===== config.mk =====
export PLATFORM = sky130hd
export DESIGN_NAME = imm_decode_stage
export DESIGN_NICKNAME = d
export VERILOG_FILES = /design/src/rtl/riscv_pkg.sv /design/src/rtl/imm_extract.sv /design/src/rtl/imm_decode_stage.sv
export SDC_FILE = /design/constraint.sdc
export NUM_CORES = 1
export LEC_CHECK = 0
export ABC_AREA = 1
export CAP_MARGIN = 5
export CORE_MARGIN = 4
export CORE_UTILIZATION = 56
export CTS_CLUSTER_DIAMETER = 30
export DETAILED_ROUTE_END_ITERATION = 8
export PLACE_DENSITY = 0.85
export SETUP_SLACK_MARGIN = 0.4
export SYNTH_ARGS = -nofsm -noshare
export SYNTH_HDL_FRONTEND = slang
export SYNTH_SLANG_ARGS = --single-unit

===== constraint.sdc =====
create_clock -name clk -period 2.8 [get_ports clk]
set_input_delay 0.84 -clock clk [delete_from_list [all_inputs] [get_ports clk]]
set_output_delay 0.84 -clock clk [all_outputs]
set_load 0.1 [all_outputs]

===== src/rtl/riscv_pkg.sv =====
// riscv_pkg: shared RISC-V opcode constants and immediate format codes
package riscv_pkg;
    localparam logic [6:0] OP_IMM = 7'b0010011;
    localparam logic [6:0] LOAD   = 7'b0000011;
    localparam logic [6:0] JALR   = 7'b1100111;
    localparam logic [6:0] STORE  = 7'b0100011;
    localparam logic [6:0] BRANCH = 7'b1100011;
    localparam logic [6:0] JAL    = 7'b1101111;
    localparam logic [6:0] LUI    = 7'b0110111;
    localparam logic [6:0] AUIPC  = 7'b0010111;
    localparam logic [6:0] OP     = 7'b0110011;
    localparam logic [6:0] SYSTEM = 7'b1110011;
    typedef enum logic [2:0] {FMT_R, FMT_I, FMT_S, FMT_B, FMT_U, FMT_J, FMT_Z, FMT_BAD} fmt_e;
endpackage


===== src/rtl/imm_extract.sv =====
// imm_extract: combinational opcode classification and immediate extraction
module imm_extract import riscv_pkg::*; #(
    parameter int XLEN     = 32,
    parameter int CSR_ZIMM = 1
) (
    input  logic [31:0]     instr,
    output logic [XLEN-1:0] imm,
    output logic [2:0]      fmt,
    output logic            illegal
);
    fmt_e f;
    logic [6:0] op;
    assign op = instr[6:0];
    // classify by opcode, then select the matching sign-/zero-extended layout
    always_comb begin
        f = (op == OP_IMM || op == LOAD || op == JALR) ? FMT_I :
            (op == STORE)                              ? FMT_S :
            (op == BRANCH)                             ? FMT_B :
            (op == JAL)                                ? FMT_J :
            (op == LUI || op == AUIPC)                 ? FMT_U :
            (op == OP)                                 ? FMT_R :
            (op == SYSTEM)                             ? ((CSR_ZIMM != 0 && instr[14]) ? FMT_Z : FMT_I) :
                                                         FMT_BAD;
        imm = (f == FMT_I) ? XLEN'($signed(instr[31:20])) :
              (f == FMT_S) ? XLEN'($signed({instr[31:25], instr[11:7]})) :
              (f == FMT_B) ? XLEN'($signed({instr[31], instr[7], instr[30:25], instr[11:8], 1'b0})) :
              (f == FMT_J) ? XLEN'($signed({instr[31], instr[19:12], instr[20], instr[30:21], 1'b0})) :
              (f == FMT_U) ? XLEN'($signed({instr[31:12], 12'b0})) :
              (f == FMT_Z) ? XLEN'(instr[19:15]) :
                             '0;
        fmt = f;
        illegal = f == FMT_BAD;
    end
endmodule


===== src/rtl/imm_decode_stage.sv =====
// imm_decode_stage: registered immediate-decode stage with a 2-entry skid buffer
module imm_decode_stage import riscv_pkg::*; #(
    parameter int XLEN     = 32,
    parameter int CSR_ZIMM = 1
) (
    input  logic            clk,
    input  logic            rst,
    input  logic            flush,
    input  logic            in_valid,
    output logic            in_ready,
    input  logic [31:0]     in_instr,
    input  logic [XLEN-1:0] in_pc,
    output logic            out_valid,
    input  logic            out_ready,
    output logic [31:0]     out_instr,
    output logic [XLEN-1:0] out_pc,
    output logic [XLEN-1:0] out_imm,
    output logic [2:0]      out_fmt,
    output logic            out_illegal
);
    typedef enum logic [1:0] {EMPTY, ONE, FULL} state_e;
    typedef struct packed {
        logic [31:0]     instr;
        logic [XLEN-1:0] pc;
        logic [XLEN-1:0] imm;
        logic [2:0]      fmt;
        logic            illegal;
    } slot_t;
    state_e state, state_nx;
    slot_t main_q, skid_q, dec;
    logic [XLEN-1:0] dec_imm;
    logic [2:0] dec_fmt;
    logic dec_ill, accept, drain;
    imm_extract #(.XLEN(XLEN), .CSR_ZIMM(CSR_ZIMM)) u_ext (
        .instr(in_instr), .imm(dec_imm), .fmt(dec_fmt), .illegal(dec_ill)
    );
    assign dec = '{instr: in_instr, pc: in_pc, imm: dec_imm, fmt: dec_fmt, illegal: dec_ill};
    assign accept = in_valid && in_ready && !flush;
    assign drain = out_valid && out_ready;
    // state register; in_ready is registered from the next state
    always_ff @(posedge clk) begin
        if (rst) begin
            state <= EMPTY;
            in_ready <= 1'b1;
        end else begin
            state <= state_nx;
            in_ready <= state_nx != FULL;
        end
    end
    // next state: flush empties the buffer and wins over any transfer
    always_comb begin
        state_nx = flush            ? EMPTY :
                   (state == EMPTY) ? (accept ? ONE : EMPTY) :
                   (state == ONE)   ? ((accept && !drain) ? FULL : (drain && !accept) ? EMPTY : ONE) :
                                      (drain ? ONE : FULL);
    end
    // outputs come straight from the main slot
    always_comb begin
        out_valid = state != EMPTY;
        out_instr = main_q.instr;
        out_pc = main_q.pc;
        out_imm = main_q.imm;
        out_fmt = main_q.fmt;
        out_illegal = main_q.illegal;
    end
    // slot loads: main takes new input or the skid entry; skid only fills from ONE without drain
    always_ff @(posedge clk) begin
        if (rst) begin
            main_q <= '0;
            skid_q <= '0;
        end else begin
            if (accept && (state == EMPTY || (state == ONE && drain)))
                main_q <= dec;
            else if (state == FULL && drain)
                main_q <= skid_q;
            if (accept && state == ONE && !drain)
                skid_q <= dec;
        end
    end
endmodule

# After elaboration in Yosys (flattened, before gate mapping)
# Cells that the tools add are included.
[word_totals]
reg_bits = 203
output_inout_bits = 102
ram_bits = 0
rom_bits = 0
latchBits = 0
elab_cells = 75
memories = 0
[classes]
shift = 0
mux = 23
n_div = 0
magnitude_cmp = 0
n_addsub = 0
reduce_logical = 20
mul = 0
n_bitwise = 0
eq_ne = 20
[op_table]
columns = ["op", "n"]
rows = [
  ["two-way mux 100 bit", 2],
  ["two-way mux 32 bit", 5],
  ["equality test 7 bit, second input constant", 4],
  ["two-way mux 3 bit", 8],
  ["equality test 7 x 6 -> 1 bit, second input constant", 3],
  ["equality test 7 x 5 -> 1 bit, second input constant", 2],
  ["equality test 3 bit, second input constant", 4],
  ["logical AND 1 bit", 10],
  ["two-way mux 2 bit", 5],
  ["equality test 7 x 2 -> 1 bit, second input constant", 1],
  ["equality test 3 x 2 -> 1 bit, second input constant", 2],
  ["two-way mux 5 bit", 1],
  ["logical OR 1 bit", 4],
  ["nonzero test 2 bit", 2],
  ["equality test 3 x 1 -> 1 bit, second input constant", 1],
  ["zero test 1 bit", 3],
  ["equality test 2 x 1 -> 1 bit, second input constant", 1],
  ["equality test 2 bit, second input constant", 1],
  ["zero test 2 bit", 1],
  ["two-way mux 1 bit", 2],
  ["inequality test 2 bit, second input constant", 1],
]

# Depth between registers and ports, before layout
[depth]
word_depth = 16
ltp_mapped = 13

# Cells and area by module
# From an unflattened synthesis, not the netlist that was laid out.
[unflattened]
cells_unflattened = 1504
area_unflattened_um2 = 9887.0
[by_module_without_submodules]
columns = ["module", "n_inst", "seq_area_each_um2", "area_each_um2", "cells_each"]
rows = [
  ["imm_decode_stage", 1, 4063.9, 9095.0, 1349],
  ["imm_extract", 1, 0.0, 792.0, 155],
]

# Worst setup path after synthesis
# OpenSTA, ideal clock, no wires.
[synth_timing]
path_type = "register to register"
start = "register in_ready"
end = "register skid_q[26] (netlist name)"
setup_slack_ns = 0.449
arrival_time_ns = 2.238
path_buffers = 2
synth_period_minus_slack_ns = 2.351
path_stages_with_launch = 8
cell_sequence = "dfxtp_1 -> nand3_1 -> nor3_2 -> inv_2 -> clkbuf_1 -> buf_1 -> o21ai_1 -> inv_1"
[synth_between]
elab_chain_cells = 4
[synth_rtl]
columns = ["item", "line_no", "source"]
rows = [
  ["start, declared", "imm_decode_stage.sv:10", "output logic in_ready,"],
  ["start signal, assigned", "imm_decode_stage.sv:44", "in_ready <= 1'b1;"],
  ["start signal, assigned", "imm_decode_stage.sv:47", "in_ready <= state_nx != FULL;"],
  ["logical AND 1 bit (2 in series)", "imm_decode_stage.sv:38", "assign accept = in_valid && in_ready && !flush;"],
  ["logical AND 1 bit (2 in series)", "imm_decode_stage.sv:76", "if (accept && state == ONE && !drain)"],
  ["end signal, assigned", "imm_decode_stage.sv:70", "skid_q <= '0;"],
  ["end signal, assigned", "imm_decode_stage.sv:77", "skid_q <= dec;"],
  ["end, declared", "imm_decode_stage.sv:30", "slot_t main_q, skid_q, dec;"],
]
# Every way passes these cells.
# A chain may end at the register's enable or synchronous reset.

# Worst setup path in the final report
[layout_timing]
start = "input out_ready"
end = "register main_q (netlist bit out_imm[15])"
[layout_between]
elab_chain_cells = 5
[layout_rtl]
columns = ["item", "line_no", "source"]
rows = [
  ["start, declared", "imm_decode_stage.sv:14", "input logic out_ready,"],
  ["logical AND 1 bit (*)", "imm_decode_stage.sv:39", "assign drain = out_valid && out_ready;"],
  ["logical AND 1 bit", "imm_decode_stage.sv:72", "if (accept && (state == EMPTY || (state == ONE && drain)))"],
  ["logical OR 1 bit", "imm_decode_stage.sv:72", ""],
  ["logical AND 1 bit", "imm_decode_stage.sv:72", ""],
  ["two-way mux 100 bit or nonzero test 2 bit (tied branches)", "n/a", ""],
  ["end signal, assigned", "imm_decode_stage.sv:75", "main_q <= skid_q;"],
  ["end, declared", "imm_decode_stage.sv:30", ""],
]
# Every way passes the cells marked *; elsewhere a longest branch is shown, timed or not.

==> results.cfg <==
[sta]
setup_tns_ps = 0
finalCritPeriodShare_pct = 82.1
worst_slew_pin_slew_ps = 608
rsz0062_at_grt = true
finalHoldViolations = 0
max_freq_mhz = 435
min_period_ps = 2300
setup_violations = 0
final_max_slew_viol_count = 0
clock_skew_ps = 18.1
relSlewSlack_pct = 59.4
setup_slack_ps = 502

[placed_design]
dp_cells = 1520
gp_congestion = 0.912
numPortBuffers = 170
place_hpwl_um = 15800
pre_cts_ws_ps = 26.2

[synthesis]
synth_cell_types = 36
syn-num-nets = 1264
synth-warning-count = 0
syn_area_um2 = 8590
synth_edf_count = 0
ys_ff_latch = 203
synth-async-reset-ratio_pct = 0
seq_area_frac_synth_pct = 47.3
synth_cells = 1194
synth.avg_cell_area_um2 = 7.19
synth_top_flop_cell = dfxtp_1

[route]
wl_um = 25400
via_per_inst = 5.52
post_drt_wl_per_cell_um = 15.9
drtIter0Drc = 744
drt_pass1_iterations = 8
antenna_left = 0
route.detailed.drc = 0
vias = 8776

[worst_setup_path]
r2r_setup_slack_ps = 1000
cp-end-kind = flop
critical_path.max_fanout = 30
slowest_delay_ps = 570
crit_end = out_imm[15]
worstSetupPathDepth = 8
crit_chain = clkdlybuf4s50_1, nand2_1, nor2_4, inv_2, buf_4, o21ai_0, inv_1, a21oi_2
worstSetupStartpoint = out_ready
cp_slowest_cell = clkdlybuf4s50_1
cp_top_family = buffers and inverters
path_buf_inv = 4
r2r_cells = 9
r2r_end = out_imm[15]
timing.rr.start = state[0]
startpoint_type = primary input
critical_path_class = primary input to flop
worstPathRequired_ps = 3230
cp_data_arrival_time_ps = 2730

[global_route]
grt_pass1_wl_um = 40900
grt_pass1_vias = 8347
grt_use_total_pct = 27.9
grt_max_degree = 109
antenna_found_initial = 0
grt.overflow.total = 0

[pwr]
p_sw_mw = 2.43
combPwrFrac_pct = 13.0
pwr-share-seq_pct = 34.3
internal-power_mw = 6.46
design_power_total_mw = 8.89
irDropWorstVdd_v = 0.000538
leakage_nw = 5.25
p_clk_share_pct = 52.8
switching_share_pct = 27.4
power_density_nw_per_um2 = 751

[flow_run]
max_cap_violations = 0

[run_status]
outcome = finished clean

[finish]
nets = 1443
antennaDiodeCount = 0
multi_input_area_um2 = 3820
fin_util_pct = 78.4
area_delta_synth_final_pct = 37.8
finalNonFillerCells = 1591
regArea_um2 = 4060
drive_above_1_share_pct = 19.1
fillers = 1089

[clock_network]
cts_buffer_depth = 3
tritoncts = built
path_clk_slew_ps = 50
cts_buffers = 39
clk_latency_ps = 510
clock-sinks = 203
h-tree-depth = 2
postCtsHoldBufs = 0
clockRootBuffer = clkbuf_16

[floorplanning]
dieArea_um2 = 17400
core-area_um2 = 15100
io_pins = 171
die_h_um = 132
start_util_pct = 56.9
fp.dieW_um = 132
rows = 45

[hold_path]
hold_class = flop to flop
routing by layer:
layer | vias to the layer above | global-route usage [%] | routed length, um
met5 | - | 0 | 0
met4 | 0 | 11.7 | 732
met3 | 55 | 5.73 | 2080
met2 | 405 | 46.9 | 12300
met1 | 4066 | 35.1 | 10200
li1 | 4250 | - | -
registers in the layout, indices dropped and copies added, names as in the netlist:
signal / flops
in_ready: 1
out_pc: 32
out_imm: 32
out_illegal: 1
state: 2
skid_q: 100
out_instr: 32
out_fmt: 3
cells in the final DEF (no fill, tap or decap), types with 2 or more instances in the layout:
cell	n
inv_2	11
clkbuf_1	3
a21oi_1	91
clkbuf_16	41
nand2_2	8
a221oi_1	2
clkinv_4	2
bufinv_16	5
buf_12	11
clkinv_2	7
a21oi_2	5
nand2_4	2
a31oi_1	58
nand3_4	2
nand3_2	10
o21bai_1	7
nor2_2	4
nand4_1	4
o21ai_1	13
inv_1	106
o21ai_0	108
clkdlybuf4s50_1	64
nor2_4	6
nand2_1	275
dlymetal6s2s_1	3
buf_4	138
o211ai_1	10
dfxtp_1	203
nor2_1	141
nand3_1	39
clkinvlp_4	11
repair_timing:
item                                    4_1_cts  5_1_grt
resized for setup                             0       14
endpoints found under the setup margin        0       11
setup buffers                                 0        0
worst register-to-register path, cell delays in order, from the launching register on:
cell and delay, ps:
dfxtp_1 390, inv_1 80, o21ai_0 280, nor2_4 110, nor2_4 160, buf_12 270, nand2_1 100, o21ai_0 110
inv_1 100, a21oi_2 130
area by class of cell:
cell class | instances | share of cell area, %
Clock buffer | 45 | 8.88
Sequential cell | 203 | 34.3
Clock inverter | 26 | 2.48
Inverter | 117 | 3.71
Multi-Input combinational cell | 796 | 32.3
Timing Repair Buffer | 216 | 16.3
Tap cell | 188 | 1.99
logic make-up after synthesis:
| group | after synthesis | share of synthesized area [%] |
|---|---|---|
| and+or+nand+nor | 494 | 24.1 |
| adders and majority gates | 1 | 0.146 |
| AOI/OAI and AO/OA | 301 | 19.5 |
| buffers and inverters | 195 | 9.00 |
| DFF | 203 | 47.3 |
stage by stage:
| step | hold slack, ps | instance area [um^2] |
|---|---|---|
| finish | 468 | 11800 |
| global route | 479 | 11800 |
| CTS | 469 | 11800 |
| detailed placement | 461 | 10400 |
| global placement | 457 | 10400 |
| floorplan | 455 | 8590 |
synthesized netlist by cell type, drive strengths merged, types with 2 or more instances:
cell type  count  area, um^2
a21oi         96         499
a221oi         2        17.5
a31oi         58         363
buf           33         165
clkbuf        45         169
dfxtp        203        4060
inv          117         439
nand2        285        1100
nand3         51         308
nand4          5        46.3
nor2         151         597
o211ai        11        87.6
o21ai        121         606
o21bai         7        52.6
power groups by stage:
stage	combinational (mW)	sequential, mW	clock (mW)
after floorplan	0.306	3.57	0
after global placement	1.13	3.10	0
after detailed placement	1.14	3.10	0
after CTS	1.15	3.05	4.72
after global routing	1.21	3.05	4.86
final	1.15	3.05	4.69
worst min-delay path by stage:
| stage | from | endpoint | depth (start not counted) |
|---|---|---|---|
| detailed placement | out_instr[25] | out_instr[25] | 2 |
| global placement | out_imm[4] | out_imm[4] | 2 |
| finish | out_instr[28] | out_instr[28] | 2 |
| global route | out_instr[28] | out_instr[28] | 2 |
| floorplan | skid_q[93] | skid_q[93] | 2 |
| CTS | out_instr[30] | out_instr[30] | 2 |
No activity file was read; power rests on OpenSTA's default activity.
